$ cat src/rtl/serial_pattern_tx_if.sv
// Bus bundle for serial_pattern_tx: frame request/control inputs and serial outputs.
// Handshake: start is accepted on an enabled edge only while busy=0 and abort=0; done pulses when the last frame ends.
interface serial_pattern_tx_if #(
  parameter int MAX_LEN = 8,
  parameter int CNT_W   = 8
);
  logic               ena;
  logic               start;
  logic               abort;
  logic [MAX_LEN-1:0] pattern;
  logic [4:0]         len;
  logic               repeat_en;
  logic               bit_out;
  logic               busy;
  logic               done;
  logic [CNT_W-1:0]   frame_count;
  logic [1:0]         fsm_state;

  modport master (
    output ena, start, abort, pattern, len, repeat_en,
    input  bit_out, busy, done, frame_count, fsm_state
  );

  modport slave (
    input  ena, start, abort, pattern, len, repeat_en,
    output bit_out, busy, done, frame_count, fsm_state
  );
endinterface

$ cat src/rtl/serial_pattern_tx.sv
// Serial pattern transmitter: shifts a latched 1..MAX_LEN bit pattern MSB-first,
// one-shot or repeated with a GAP-cycle zero gap between frames.
module serial_pattern_tx #(
  parameter int MAX_LEN = 8,
  parameter int GAP     = 2,
  parameter int CNT_W   = 8
) (
  input logic               clk,
  input logic               rst_n,
  serial_pattern_tx_if.slave bus
);
  localparam int IDX_W = (MAX_LEN > 1) ? $clog2(MAX_LEN) : 1;

  typedef enum logic [1:0] {
    ST_IDLE  = 2'd0,
    ST_SHIFT = 2'd1,
    ST_GAP   = 2'd2
  } state_t;

  state_t             state;
  logic [MAX_LEN-1:0] pat_q;
  logic [4:0]         len_q;
  logic [IDX_W-1:0]   idx;
  logic [3:0]         gap_cnt;
  logic               bit_q;
  logic               busy_q;
  logic               done_q;
  logic [CNT_W-1:0]   count_q;

  logic [4:0]         len_eff;
  logic [IDX_W-1:0]   in_first;
  logic [IDX_W-1:0]   q_first;

  // Oversized lengths are clamped so the index never leaves the pattern.
  always_comb begin
    len_eff = bus.len;
    if (bus.len > 5'(MAX_LEN)) len_eff = 5'(MAX_LEN);
  end

  assign in_first = IDX_W'(len_eff - 5'd1);
  assign q_first  = IDX_W'(len_q - 5'd1);

  // rst_n is active-high in this codebase despite its name.
  always_ff @(posedge clk or posedge rst_n) begin
    if (rst_n) begin
      state   <= ST_IDLE;
      pat_q   <= '0;
      len_q   <= '0;
      idx     <= '0;
      gap_cnt <= '0;
      bit_q   <= 1'b0;
      busy_q  <= 1'b0;
      done_q  <= 1'b0;
      count_q <= '0;
    end else if (bus.ena) begin
      done_q <= 1'b0;
      case (state)
        ST_IDLE: begin
          if (bus.start && !bus.abort) begin
            pat_q <= bus.pattern;
            len_q <= len_eff;
            if (len_eff == 5'd0) begin
              done_q <= 1'b1;
            end else begin
              state  <= ST_SHIFT;
              bit_q  <= bus.pattern[in_first];
              busy_q <= 1'b1;
              idx    <= in_first;
            end
          end
        end
        ST_SHIFT: begin
          if (bus.abort) begin
            state  <= ST_IDLE;
            bit_q  <= 1'b0;
            busy_q <= 1'b0;
          end else if (idx != '0) begin
            idx   <= idx - IDX_W'(1);
            bit_q <= pat_q[idx - IDX_W'(1)];
          end else begin
            count_q <= count_q + CNT_W'(1);
            if (bus.repeat_en) begin
              if (GAP > 0) begin
                state   <= ST_GAP;
                bit_q   <= 1'b0;
                gap_cnt <= 4'(GAP - 1);
              end else begin
                idx   <= q_first;
                bit_q <= pat_q[q_first];
              end
            end else begin
              state  <= ST_IDLE;
              bit_q  <= 1'b0;
              busy_q <= 1'b0;
              done_q <= 1'b1;
            end
          end
        end
        ST_GAP: begin
          if (bus.abort) begin
            state  <= ST_IDLE;
            bit_q  <= 1'b0;
            busy_q <= 1'b0;
          end else if (gap_cnt == 4'd0) begin
            state <= ST_SHIFT;
            idx   <= q_first;
            bit_q <= pat_q[q_first];
          end else begin
            gap_cnt <= gap_cnt - 4'd1;
          end
        end
        default: begin
          state  <= ST_IDLE;
          bit_q  <= 1'b0;
          busy_q <= 1'b0;
        end
      endcase
    end
  end

  assign bus.bit_out     = bit_q;
  assign bus.busy        = busy_q;
  assign bus.done        = done_q;
  assign bus.frame_count = count_q;
  assign bus.fsm_state   = state;
endmodule

$ cat src/flat_wrapper.sv
// flat-port wrapper written by rule: the top's interface ports become plain ports
module serial_pattern_tx_flat 
#(
  parameter int MAX_LEN = 8,
  parameter int GAP     = 2,
  parameter int CNT_W   = 8
)
  (clk, rst_n, bus_ena, bus_start, bus_abort, bus_pattern, bus_len, bus_repeat_en, bus_bit_out, bus_busy, bus_done, bus_frame_count, bus_fsm_state);
  serial_pattern_tx_if #(.MAX_LEN(MAX_LEN), .CNT_W(CNT_W)) bus_i ();
  input logic clk;
  input logic rst_n;
  input wire logic [$bits(bus_i.ena)-1:0] bus_ena;
  input wire logic [$bits(bus_i.start)-1:0] bus_start;
  input wire logic [$bits(bus_i.abort)-1:0] bus_abort;
  input wire logic [$bits(bus_i.pattern)-1:0] bus_pattern;
  input wire logic [$bits(bus_i.len)-1:0] bus_len;
  input wire logic [$bits(bus_i.repeat_en)-1:0] bus_repeat_en;
  output wire logic [$bits(bus_i.bit_out)-1:0] bus_bit_out;
  output wire logic [$bits(bus_i.busy)-1:0] bus_busy;
  output wire logic [$bits(bus_i.done)-1:0] bus_done;
  output wire logic [$bits(bus_i.frame_count)-1:0] bus_frame_count;
  output wire logic [$bits(bus_i.fsm_state)-1:0] bus_fsm_state;
  assign bus_i.ena = bus_ena;
  assign bus_i.start = bus_start;
  assign bus_i.abort = bus_abort;
  assign bus_i.pattern = bus_pattern;
  assign bus_i.len = bus_len;
  assign bus_i.repeat_en = bus_repeat_en;
  assign bus_bit_out = bus_i.bit_out;
  assign bus_busy = bus_i.busy;
  assign bus_done = bus_i.done;
  assign bus_frame_count = bus_i.frame_count;
  assign bus_fsm_state = bus_i.fsm_state;
  serial_pattern_tx #(.MAX_LEN(MAX_LEN), .GAP(GAP), .CNT_W(CNT_W)) u_core (.clk(clk), .rst_n(rst_n), .bus(bus_i));
endmodule
$ cat config.mk
export PLATFORM = sky130hd
export DESIGN_NAME = serial_pattern_tx_flat
export DESIGN_NICKNAME = d
export VERILOG_FILES = /design/src/rtl/serial_pattern_tx_if.sv /design/src/rtl/serial_pattern_tx.sv /design/src/flat_wrapper.sv
export SDC_FILE = /design/constraint.sdc
export NUM_CORES = 1
export LEC_CHECK = 0
export BUFFER_PORTS_ARGS = -buffer_cell sky130_fd_sc_hd__buf_2
export CORE_MARGIN = 3
export CORE_UTILIZATION = 50
export CTS_BUF_LIST = sky130_fd_sc_hd__clkbuf_8 sky130_fd_sc_hd__clkbuf_16
export DETAILED_ROUTE_END_ITERATION = 7
export PLACE_DENSITY = 0.82
export SLEW_MARGIN = 20
export SYNTH_ARGS = -nofsm -noshare
export SYNTH_HDL_FRONTEND = slang
export SYNTH_SLANG_ARGS = --single-unit
$ cat constraint.sdc
create_clock -name clk -period 2.4 [get_ports clk]
set_clock_uncertainty 0.1 [all_clocks]
set_input_delay 0.36 -clock clk [delete_from_list [all_inputs] [get_ports clk]]
set_output_delay 0.36 -clock clk [all_outputs]
set_load 0.1 [all_outputs]
### Yosys cells after proc, flatten, opt, wreduce, memory -nomap -nowiden

Index checks and enable logic that the tools add are counted.
Widths: inputs -> output; s select.

| storage, ports and cells | value |
|---|---|
| word-level logic and storage cells | 98 |
| register bits | 31 |

| cells by class | value |
|---|---|
| $add $sub $neg | 5 |
| muxes and demuxes | 48 |
| reductions and logical operators | 15 |
| equal/unequal tests | 15 |
| $lt $le $gt $ge | 4 |
| bitwise operators | 2 |

Operators with widths:

| operator | count |
|---|---|
| $mux 1 | 20 |
| $mux 4 | 5 |
| $mux 3 | 6 |
| $mux 2 | 7 |
| $ne 2x2->1 const B | 7 |
| $lt 3x4->1 const B | 3 |
| $bmux 1 s3 | 3 |
| $pmux 3 s3 | 1 |
| $sub 3x1->3 const B | 3 |
| $add 8x1->8 const B | 1 |
| $pmux 4 s2 | 1 |
| $reduce_and 4->1 | 2 |
| $reduce_and 8->1 | 1 |
| $reduce_and 7->1 | 1 |
| $ne 2x1->1 const B | 3 |
| $ne 3x3->1 const B | 2 |
| $pmux 1 s3 | 2 |
| $pmux 2 s3 | 1 |
| $reduce_and 6->1 | 1 |
| $reduce_bool 3->1 | 2 |
| $gt 5x4->1 const B | 1 |
| $logic_not 5->1 | 1 |
| $mux 5 | 1 |
| $reduce_and 5->1 | 1 |
| other kinds (12) | 13 |

### Depth between registers and ports, before layout

Gate-level depths: netlist of the first run.

| depth | value |
|---|---|
| depth in word-level cells | 8 |
| mapped depth | 8 |
| mapped depth without buffers | 7 |

### Worst setup path after synthesis of the first run

OpenSTA, ideal clock, no wires.

| timing | value |
|---|---|
| path kind | reg2reg |
| from | reg u_core.state[1], in the netlist u_core.bus.fsm_state[1] |
| to | reg u_core.state[0], in the netlist u_core.bus.fsm_state[0] |
| cell stages (with the launch flop) | 8 |
| library setup time | 0.128 ns |
| clock period less this slack | 2.740 ns |
| required time | 2.172 ns |
| arrival | 2.511 ns |
| slack | -0.340 ns |
| buffers on the path | 0 |
| cells stage by stage | dfrtp_1 > inv_1 > ha_1 > nor4b_2 > a221oi_2 > o21ai_2 > nor2_1 > mux2_1 |

| on the way | value |
|---|---|
| longest elaborated chain between the ends | 3 |

Ends and longest elaborated chain:

| item | line | text |
|---|---|---|
| from (decl) | serial_pattern_tx.sv:20 | `state_t state;` |
| from (signal assigned) | serial_pattern_tx.sv:46 | `state <= ST_IDLE;` |
| from (signal assigned) | serial_pattern_tx.sv:65 | `state <= ST_SHIFT;` |
| from (signal assigned) | serial_pattern_tx.sv:74 | `state <= ST_IDLE;` |
| $eq 2x2->1 (tied with other cells) | serial_pattern_tx.sv:57 | `case (state)` |
| $ne 3x2->1 (no line) (tied with other cells) | n/a |  |
| $reduce_and 5->1 (no line) | n/a |  |

Several ways; a longest one is shown, not always the timed one.
A chain may end at the register's enable or synchronous reset.

### Worst setup path after layout of the first run

| timing | value |
|---|---|
| from | reg u_core.state[1], in the netlist u_core.bus.fsm_state[1] |
| to | reg u_core.pat_q[2] |

| on the way | value |
|---|---|
| longest elaborated chain between the ends | 2 |

Ends and longest elaborated chain:

| item | line | text |
|---|---|---|
| $logic_not 2->1 | serial_pattern_tx.sv:57 |  |
| $reduce_and 3->1 (no line) | n/a |  |
| to (signal assigned) | serial_pattern_tx.sv:60 | `pat_q <= bus.pattern;` |
| to (decl) | serial_pattern_tx.sv:21 | `logic [MAX_LEN-1:0] pat_q;` |

No other way between the ends.

==> results.yml, run 1 <==
status:
  status: "finished, final reports clean"
timing:
  hold_viol_final: 0
  tightest_slew_ns: 0.5042
  fmax_ghz: 0.4531
  finalSetupTns_ns: 0
  period_share: 0.9196
  slew_headroom: 0.6639
  finalSetupViolations: 0
  slew_violations: 0
  rsz0062_at_grt: "no"
  period_needed_ns: 2.207
clock_network:
  clockBufferDepth: 2
  postCtsSetupRepairBufs: 0
  root_buffer: "clkbuf_8"
  numClockSinks: 31
  cts_inserted_buffers: 5
  cts.clk_slew.worst_paths_ns: 0.06
  cts_tree: "yes"
  cts_resized: 0
  clock_latency_ns: 0.28
  htree_levels: 2
  cts-hold-fix-buffers: 0
power_and_ir_drop:
  p_leak_uw: 0.001059
  p_sw_uw: 1110
  powerDensity_nw_per_um2: 1153
  clkPwrFrac: 0.170
  seqPwrFrac: 0.327
  irDropWorstVdd_v: 0.0006166
  switching_share: 0.4287
  p_int_uw: 1480
  comb_power_share: 0.503
layout:
  area_growth_pct: 18.55
  antenna_cells: 0
  fin_util: 0.6430
  drive_gt1_frac: 0.3365
  nets: 238
route:
  ant_nets: 0
  first_pass_iters: 4
  via_per_inst: 5.496
  wirelength_microns: 3733
  post-route-drc-count: 0
  vias: 1396
  first_iter_violations: 50
  post_drt_wl_per_cell_microns: 14.70
synth:
  ys_warn_count: 0
  ys_seq_area_frac: 0.4092
  syn_inst: 166
  ys.flop_type: "dfrtp_1"
  yosysMostFrequentCell: "dfrtp_1"
  synth.ff_latch_count: 31
  synth_top_cell_area_share: 0.4092
  syn_nets: 197
  synth.cell_area_sq_um: 1896
  synthArstFlopShare: 1.000
  synth_area_leaders: "dfrtp_1 (41%), ha_1 (7.9%), mux4_2 (7.1%)"
  synth_edf_count: 0
  yosys-top-cells-count: "dfrtp_1 (31), inv_1 (14), ha_1 (12)"
  synth_cell_types: 47
  syn_area_per_cell_sq_um: 11.42
  synth_area_leader_cell: "dfrtp_1"
critical_path:
  worstSetupStartpointType: "register"
  crit_type: "register to register"
  end_kind: "register"
  critPathMaxFanout: 13
  worstPathRequired_ns: 2.46
  crit_arrival_ns: 2.27
grt:
  grt_util_all_layers: 0.1832
  grt_pass1_vias: 1384
  grt_max_degree: 32
  grt_pass1_wl_microns: 6313
  antenna_found_initial: 0
  overflow: 0
floorplanning:
  top_level_ports: 32
  die-area_sq_um: 4566
  die_h_microns: 67.57
  start_util: 0.5424
  fp.dieW_microns: 67.57
  core_area_sq_um: 3495
  core.rowCount: 21
flow_run:
  maxCapViolations: 0
placement:
  port_buffers: 31
  dp_hpwl_microns: 2900
  gp_congestion: 0.9438
min_path:
  hp-class: "input port to async pin"
==> power groups by stage <==
| stage | sequential (uW) | combinational, uW | clock (uW) |
|---|---|---|---|
| 6_report | 847 | 1300 | 441 |
| 5_1_grt | 870 | 1410 | 478 |
| 4_1_cts | 844 | 1300 | 454 |
| 3_5_place_dp | 852 | 1300 | 0 |
| 3_3_place_gp | 840 | 1270 | 0 |
| 2_1_floorplan | 1140 | 737 | 0 |
==> through the flow <==
stage	hold WS [ns]	cells	worst slack, ns	total power [uW]	cell area [sq um]
after floorplan	0.3556	166	0.08349	1879	1903
after global placement	0.3575	246	0.2257	2107	2147
after detailed placement	0.3546	246	0.1821	2149	2147
after CTS	0.04941	254	0.1694	2600	2247
after global routing	0.09335	254	0.06843	2756	2247
final	0.04842	254	0.1929	2590	2247
==> cell type report <==
type	instances	area, sq um
Fill cell	272	1247
Clock buffer	7	96.34
Multi-Input combinational cell	115	1039
Clock inverter	1	3.754
Timing Repair Buffer	38	207.7
Inverter	16	60.06
Sequential cell	31	783.3
Tap cell	46	57.56
==> cell usage in the layout, fill, tap and decap left out, types with 4 or more instances in the layout <==
cell type,Yosys,layout
buf_2,2,31
buf_4,1,7
clkbuf_8,0,7
dfrtp_1,31,29
ha_1,12,12
inv_1,14,15
mux2_1,9,9
mux2_2,5,5
mux2i_1,4,4
mux4_2,6,6
nand2_1,9,9
nand2b_1,5,5
nor2_1,8,8
o21ai_1,5,5
xnor2_1,6,6
xor2_1,4,4
==> critical path, cell delays in order (launching register included) <==
cell,delay (ns)
dfrtp_4,0.49
inv_1,0.10
ha_1,0.29
inv_2,0.09
or3_1,0.61
mux2_1,0.40
==> flip-flops by register name, summed over array words and instances, names as in the netlist, 2 cells and up <==
name / flops
u_core.bus.fsm_state: 2
u_core.pat_q: 8
u_core.gap_cnt: 4
u_core.len_q: 3
u_core.bus.frame_count: 8
u_core.idx: 3
==> final timing paths <==
kind | from | to | slack [ns] | cells past startpoint
setup / recovery | u_core.bus.fsm_state[1] | u_core.pat_q[2] | 0.19 | 5
hold / removal | rst_n | u_core.idx[0] | 0.05 | 3
setup reg to reg | u_core.bus.fsm_state[1] | u_core.pat_q[2] | 0.19 | 5
hold reg to reg | u_core.bus.frame_count[7] | u_core.bus.frame_count[7] | 0.37 | 1
max in group asynchronous | rst_n | u_core.bus.fsm_state[1] | 1.84 | 3
min in group clk | bus_ena | u_core.bus.done | 0.20 | 2
==> metal layers <==
metal | share of wire | GRT usage
met1 | 0.46 | 0.2553
met2 | 0.48 | 0.2819
met3 | 0.048 | 0.05158
met4 | 0.012 | 0.04304
met5 | 0 | 0
==> kinds of logic (layout without fill, tap and decap cells) <==
family	Yosys count	in the layout	synth area share
AOI/OAI and AO/OA	25	25	0.1043
xor gates and xnor gates	10	10	0.04620
adders and majority gates	12	12	0.07921
buffers and inverters	20	62	0.04291
DFF	31	31	0.4092
muxes	25	25	0.1835
and+or+nand+nor	43	43	0.1347
Power figures use the tool's default switching activity.
==> inputs of run 2 (changes only) <==
==> constraint.sdc (replaced) <==
create_clock -name clk -period 2.2 [get_ports clk]
set_clock_uncertainty 0.1 [all_clocks]
set_input_delay 0.33 -clock clk [delete_from_list [all_inputs] [get_ports clk]]
set_output_delay 0.33 -clock clk [all_outputs]
set_load 0.1 [all_outputs]
==> run 2 against run 1 <==
Non-clock buffer count increased by 5. Die area did not move. Final cell count grew 2.0%. Register-to-register slack lost 0.05 ns. Sequential share of layout area down 0.65 points. Combinational power is 14% higher. Power increased by 9.2%. Largest power group unchanged. Worst hold slack improved by 0.12 ns. Largest cell class unchanged.
==> results.yml, run 2 (synthesized netlist as in run 1, its figures left out) <==
route:
  wirelength_microns: 3727
  post-route-drc-count: 0
  first_pass_iters: 4
  via_per_inst: 5.456
  ant_nets: 0
  vias: 1413
  first_iter_violations: 64
  post_drt_wl_per_cell_microns: 14.39
min_path:
  min_from: "bus_pattern[0]"
  hp-class: "input port to register"
  whs_path_depth: 2
  holdPathEnd: "u_core.pat_q[0]"
layout:
  fin_cells: 259
  area_growth_pct: 20.79
  drive_gt1_frac: 0.3709
  filler_cell_count: 280
  antenna_cells: 0
  stdcell_area_sq_um: 2290
  final_common_cell: "buf_2"
  nets: 243
  mostFrequentLayoutCells: "buf_2 (31), dfrtp_1 (29), inv_1 (13)"
critical_path:
  critPathTopFamily: "simple AND/OR/NAND/NOR gates"
  crit_type: "register to register"
  critical-path-slowest-cell: "dfrtp_4"
  r2r_cells: 7
  worstPathRequired_ns: 2.27
  worstPathCellList: "inv_2 -> ha_2 -> and4bb_1 -> and2_1 -> and3_1 -> nand4_1 -> xnor2_1"
  end_kind: "register"
  r2r-end: "u_core.bus.frame_count[7]"
  path_buf_inv: 1
  reg2reg_slack_ns: 0.15
  worstSetupStartpointType: "register"
  critPathMaxFanout: 8
  crit_arrival_ns: 2.13
  r2r-start: "u_core.bus.fsm_state[1]"
  max_stage_delay_ns: 0.50
timing:
  fin_ws_ns: 0.1459
  hold_viol_final: 0
  slew_violations: 0
  period_needed_ns: 2.054
  period_share: 0.9337
  slew_headroom: 0.6621
  fmax_ghz: 0.4868
  finalSetupTns_ns: 0
  finalSetupViolations: 0
  tightest_slew_ns: 0.5068
  rsz0062_at_grt: "no"
grt:
  grt_max_degree: 25
  grt_util_all_layers: 0.1894
  antenna_found_initial: 0
  overflow: 0
  grt_pass1_wl_microns: 6327
  grt_pass1_vias: 1316
power_and_ir_drop:
  power_uw: 2830
  powerDensity_nw_per_um2: 1236
  irDropWorstVdd_v: 0.0008102
  p_leak_uw: 0.001072
placement:
  dpl_cell_area_sq_um: 2192
  port_buffers: 31
  dp_cells: 250
  dp_hpwl_microns: 2947
  place_ws_ns: 0.05075
  gp_congestion: 0.8921
clock_network:
  cts_tree: "yes"
  cts.clk_slew.worst_paths_ns: 0.07
  cts_inserted_buffers: 5
  clock_latency_ns: 0.29
  postCtsSetupRepairBufs: 0
  root_buffer: "clkbuf_8"
  clockBufferDepth: 2
  numClockSinks: 31
  htree_levels: 2
flow_run:
  maxCapViolations: 0
floorplanning:
  die-area_sq_um: 4566
  die_h_microns: 67.57
  core.rowCount: 21
  fp.dieW_microns: 67.57
  start_util: 0.5424
  core_area_sq_um: 3495
  top_level_ports: 32
status:
  status: "finished, final reports clean"
-- run 2: worst max-delay path by stage --
stage / cells after the start / start / slack [ns] / end
2_1_floorplan: 7 / u_core.bus.fsm_state[1] / -0.01 / u_core.bus.fsm_state[0]
3_3_place_gp: 7 / bus_len[3] / 0.1 / u_core.bus.bit_out
3_5_place_dp: 7 / bus_len[3] / 0.05 / u_core.bus.bit_out
4_1_cts: 6 / u_core.bus.fsm_state[0] / 0.10 / u_core.idx[2]
5_1_grt: 7 / u_core.bus.fsm_state[1] / 0.01 / u_core.bus.frame_count[7]
6_report: 7 / u_core.bus.fsm_state[1] / 0.15 / u_core.bus.frame_count[7]
-- run 2: layout make-up --
cell class	instances	area, sq um	share of cell area
Inverter	16	60.06	0.02623
Tap cell	46	57.56	0.02514
Timing Repair Buffer	43	247.7	0.1082
Clock buffer	5	68.82	0.03005
Multi-Input combinational cell	115	1056	0.4612
Sequential cell	31	783.3	0.3421
Clock inverter	3	16.27	0.007104
-- run 2: per-layer routing --
layer  wire (microns)  vias up  part of all wire  global-route usage
met5                0        -                 0                   0
met4               48        0             0.013             0.05316
met3              164        8             0.044             0.05491
met2             1752       30              0.47              0.2855
met1             1762      690              0.47              0.2643
li1                 -      685                 -                   -
-- run 2: report_power, final --
part           switching [uW]  total (uW)  leakage [uW]  internal (uW)
logic                     867        1480      0.000636            610
clock network             222         438     0.0000453            216
registers                 150         915      0.000390            765
-- run 2: metrics by stage --
stage                       util  hold WS, ns
after floorplan                -       0.3260
after global placement    0.6273       0.1956
after detailed placement  0.6273       0.1905
after CTS                 0.6545       0.1642
after global routing      0.6552       0.1702
final                     0.6552       0.1643
-- run 2: repair_timing --
action,4_1_cts,5_1_grt
resized for setup,0,1
endpoints found under the setup margin,0,3
hold buffers,1,0
endpoints found under the hold margin,7,0
==> inputs of run 3 (changes only) <==
--- a/config.mk
+++ b/config.mk
@@ -6,7 +6,6 @@
 export NUM_CORES = 1
 export LEC_CHECK = 0
 export BUFFER_PORTS_ARGS = -buffer_cell sky130_fd_sc_hd__buf_2
-export CORE_MARGIN = 3
 export CORE_UTILIZATION = 50
 export CTS_BUF_LIST = sky130_fd_sc_hd__clkbuf_8 sky130_fd_sc_hd__clkbuf_16
 export DETAILED_ROUTE_END_ITERATION = 7
==> run 3 against run 2 <==
Setup slack got worse by 0.027 ns. Sequential power is 0.8% higher. Sequential share of layout area is 0.11 points lower. Count of clock-buffer cells in the layout grew 1. Die area is 11% lower. Fmax down 1.3%. Final area rose by 0.33%. First-iteration DRC count fell by 23%. Power up 5.1%. Via count grew 2.5%. Worst hold slack lost 0.099 ns. Critical path depth down 2. Critical path type unchanged.
==> results.yml, run 3 (synthesized netlist as in run 1, its figures left out) <==
timing:
  rsz0062_at_grt: "no"
  fmax_ghz: 0.4805
  slew_violations: 0
  slew_headroom: 0.4989
  period_needed_ns: 2.081
  tightest_slew_ns: 0.7509
  hold_viol_final: 0
  period_share: 0.9460
  finalSetupViolations: 0
critical_path:
  worstPathRequired_ns: 2.26
  worstSetupStartpointType: "register"
  r2r-end: "u_core.pat_q[5]"
  reg2reg_slack_ns: 0.12
  crit_top_cell: "inv_2"
  critical-path-slowest-cell: "or3_1"
  r2r-start: "u_core.bus.fsm_state[0]"
  crit_start: "u_core.bus.fsm_state[0]"
  r2r_cells: 5
  end_kind: "register"
  cp-endpoint: "u_core.pat_q[5]"
  max_stage_delay_ns: 0.60
  crit_type: "register to register"
  worstPathCellList: "inv_2 -> ha_4 -> inv_2 -> or3_1 -> mux2_1"
  critPathMaxFanout: 13
  crit_arrival_ns: 2.15
route:
  first_pass_iters: 4
  vias: 1448
  first_iter_violations: 49
  wirelength_microns: 3801
  via_per_inst: 5.612
  post-route-drc-count: 0
  ant_nets: 0
  post_drt_wl_per_cell_microns: 14.73
floorplanning:
  core.rowCount: 22
  core_area_sq_um: 3661
  top_level_ports: 32
  die-area_sq_um: 4041
  fp.dieW_microns: 63.57
  die_h_microns: 63.57
  start_util: 0.5178
layout:
  mostFrequentLayoutCells: "buf_2 (31), dfrtp_1 (29), inv_1 (12)"
  nets: 240
  area_growth_pct: 21.19
  final_common_cell: "buf_2"
  drive_gt1_frac: 0.3667
  stdcell_area_sq_um: 2297
  filler_cell_count: 295
  antenna_cells: 0
power_and_ir_drop:
  powerDensity_nw_per_um2: 1294
  p_leak_uw: 0.001074
  irDropWorstVdd_v: 0.001030
  power_uw: 2973
grt:
  grtUsageMet3: 0.05616
  overflow: 0
  grt_max_degree: 21
  antenna_found_initial: 0
  grt.busiest_layer: "met2"
  grt_util_met1: 0.2849
  grt_util_met2: 0.3391
  grt_pass1_vias: 1399
  grt_pass1_wl_microns: 6644
  grt_util_all_layers: 0.2181
clock_network:
  postCtsSetupRepairBufs: 0
  htree_levels: 2
  clock_latency_ns: 0.29
  cts_inserted_buffers: 5
  numClockSinks: 31
  cts_tree: "yes"
  root_buffer: "clkbuf_8"
  clockBufferDepth: 2
  cts_resized: 0
  cts-hold-fix-buffers: 0
  cts.clk_slew.worst_paths_ns: 0.07
flow_run:
  maxCapViolations: 0
placement:
  port_buffers: 31
  gp_congestion: 0.8390
  dpl_cell_area_sq_um: 2180
  dp_hpwl_microns: 2903
status:
  status: "finished, final reports clean"
min_path:
  hp-class: "input port to async pin"
[run 3: worst min path at each step]
stage	end	from	slack [ns]	cells past startpoint
finish	u_core.idx[2]	rst_n	0.07	2
floorplan	u_core.bus.bit_out	rst_n	0.33	1
global placement	u_core.bus.frame_count[7]	u_core.bus.frame_count[7]	0.36	1
CTS	u_core.idx[2]	rst_n	0.1	2
global route	u_core.bus.done	rst_n	0.15	2
detailed placement	u_core.bus.frame_count[7]	u_core.bus.frame_count[7]	0.36	1
[run 3: layer usage]
layer,wire (microns),up-vias
met1,1755,724
met4,91,0
met2,1811,39
met5,0,-
met3,143,10
li1,-,675
[run 3: report_power, final]
part           internal [uW]  switching [uW]
Sequential               764             158
Combinational            593             864
Clock                    366             226
Total                   1720            1250
[run 3: final cells by class]
cell class | count | area (sq um) | share of cell area
Tap cell | 48 | 60.06 | 0.02614
Inverter | 16 | 60.06 | 0.02614
Multi-Input combinational cell | 115 | 1054 | 0.4586
Clock buffer | 6 | 82.58 | 0.03595
Clock inverter | 2 | 35.03 | 0.01525
Sequential cell | 31 | 783.3 | 0.3410
Timing Repair Buffer | 40 | 222.7 | 0.09695
[run 3: critical path: cells and delay by family, from the launching register on]
family	cells	cell delay [ns]
adders and majority gates	1	0.18
buffers and inverters	2	0.15
DFF	1	0.51
muxes	1	0.41
and+or+nand+nor	1	0.60
[run 3: metrics by stage]
stage	util	std cells	hold WS, ns	setup TNS [ns]	setup slack, ns
4_1_cts	0.6275	258	0.09585	0	0.1278
6_report	0.6275	258	0.06564	0	0.1188
3_5_place_dp	0.5954	250	0.3607	0	0.01197
3_3_place_gp	0.5954	250	0.3551	0	0.1050
5_1_grt	0.6275	258	0.1545	0	0.01019
2_1_floorplan	-	166	0.3260	-0.02029	-0.01403
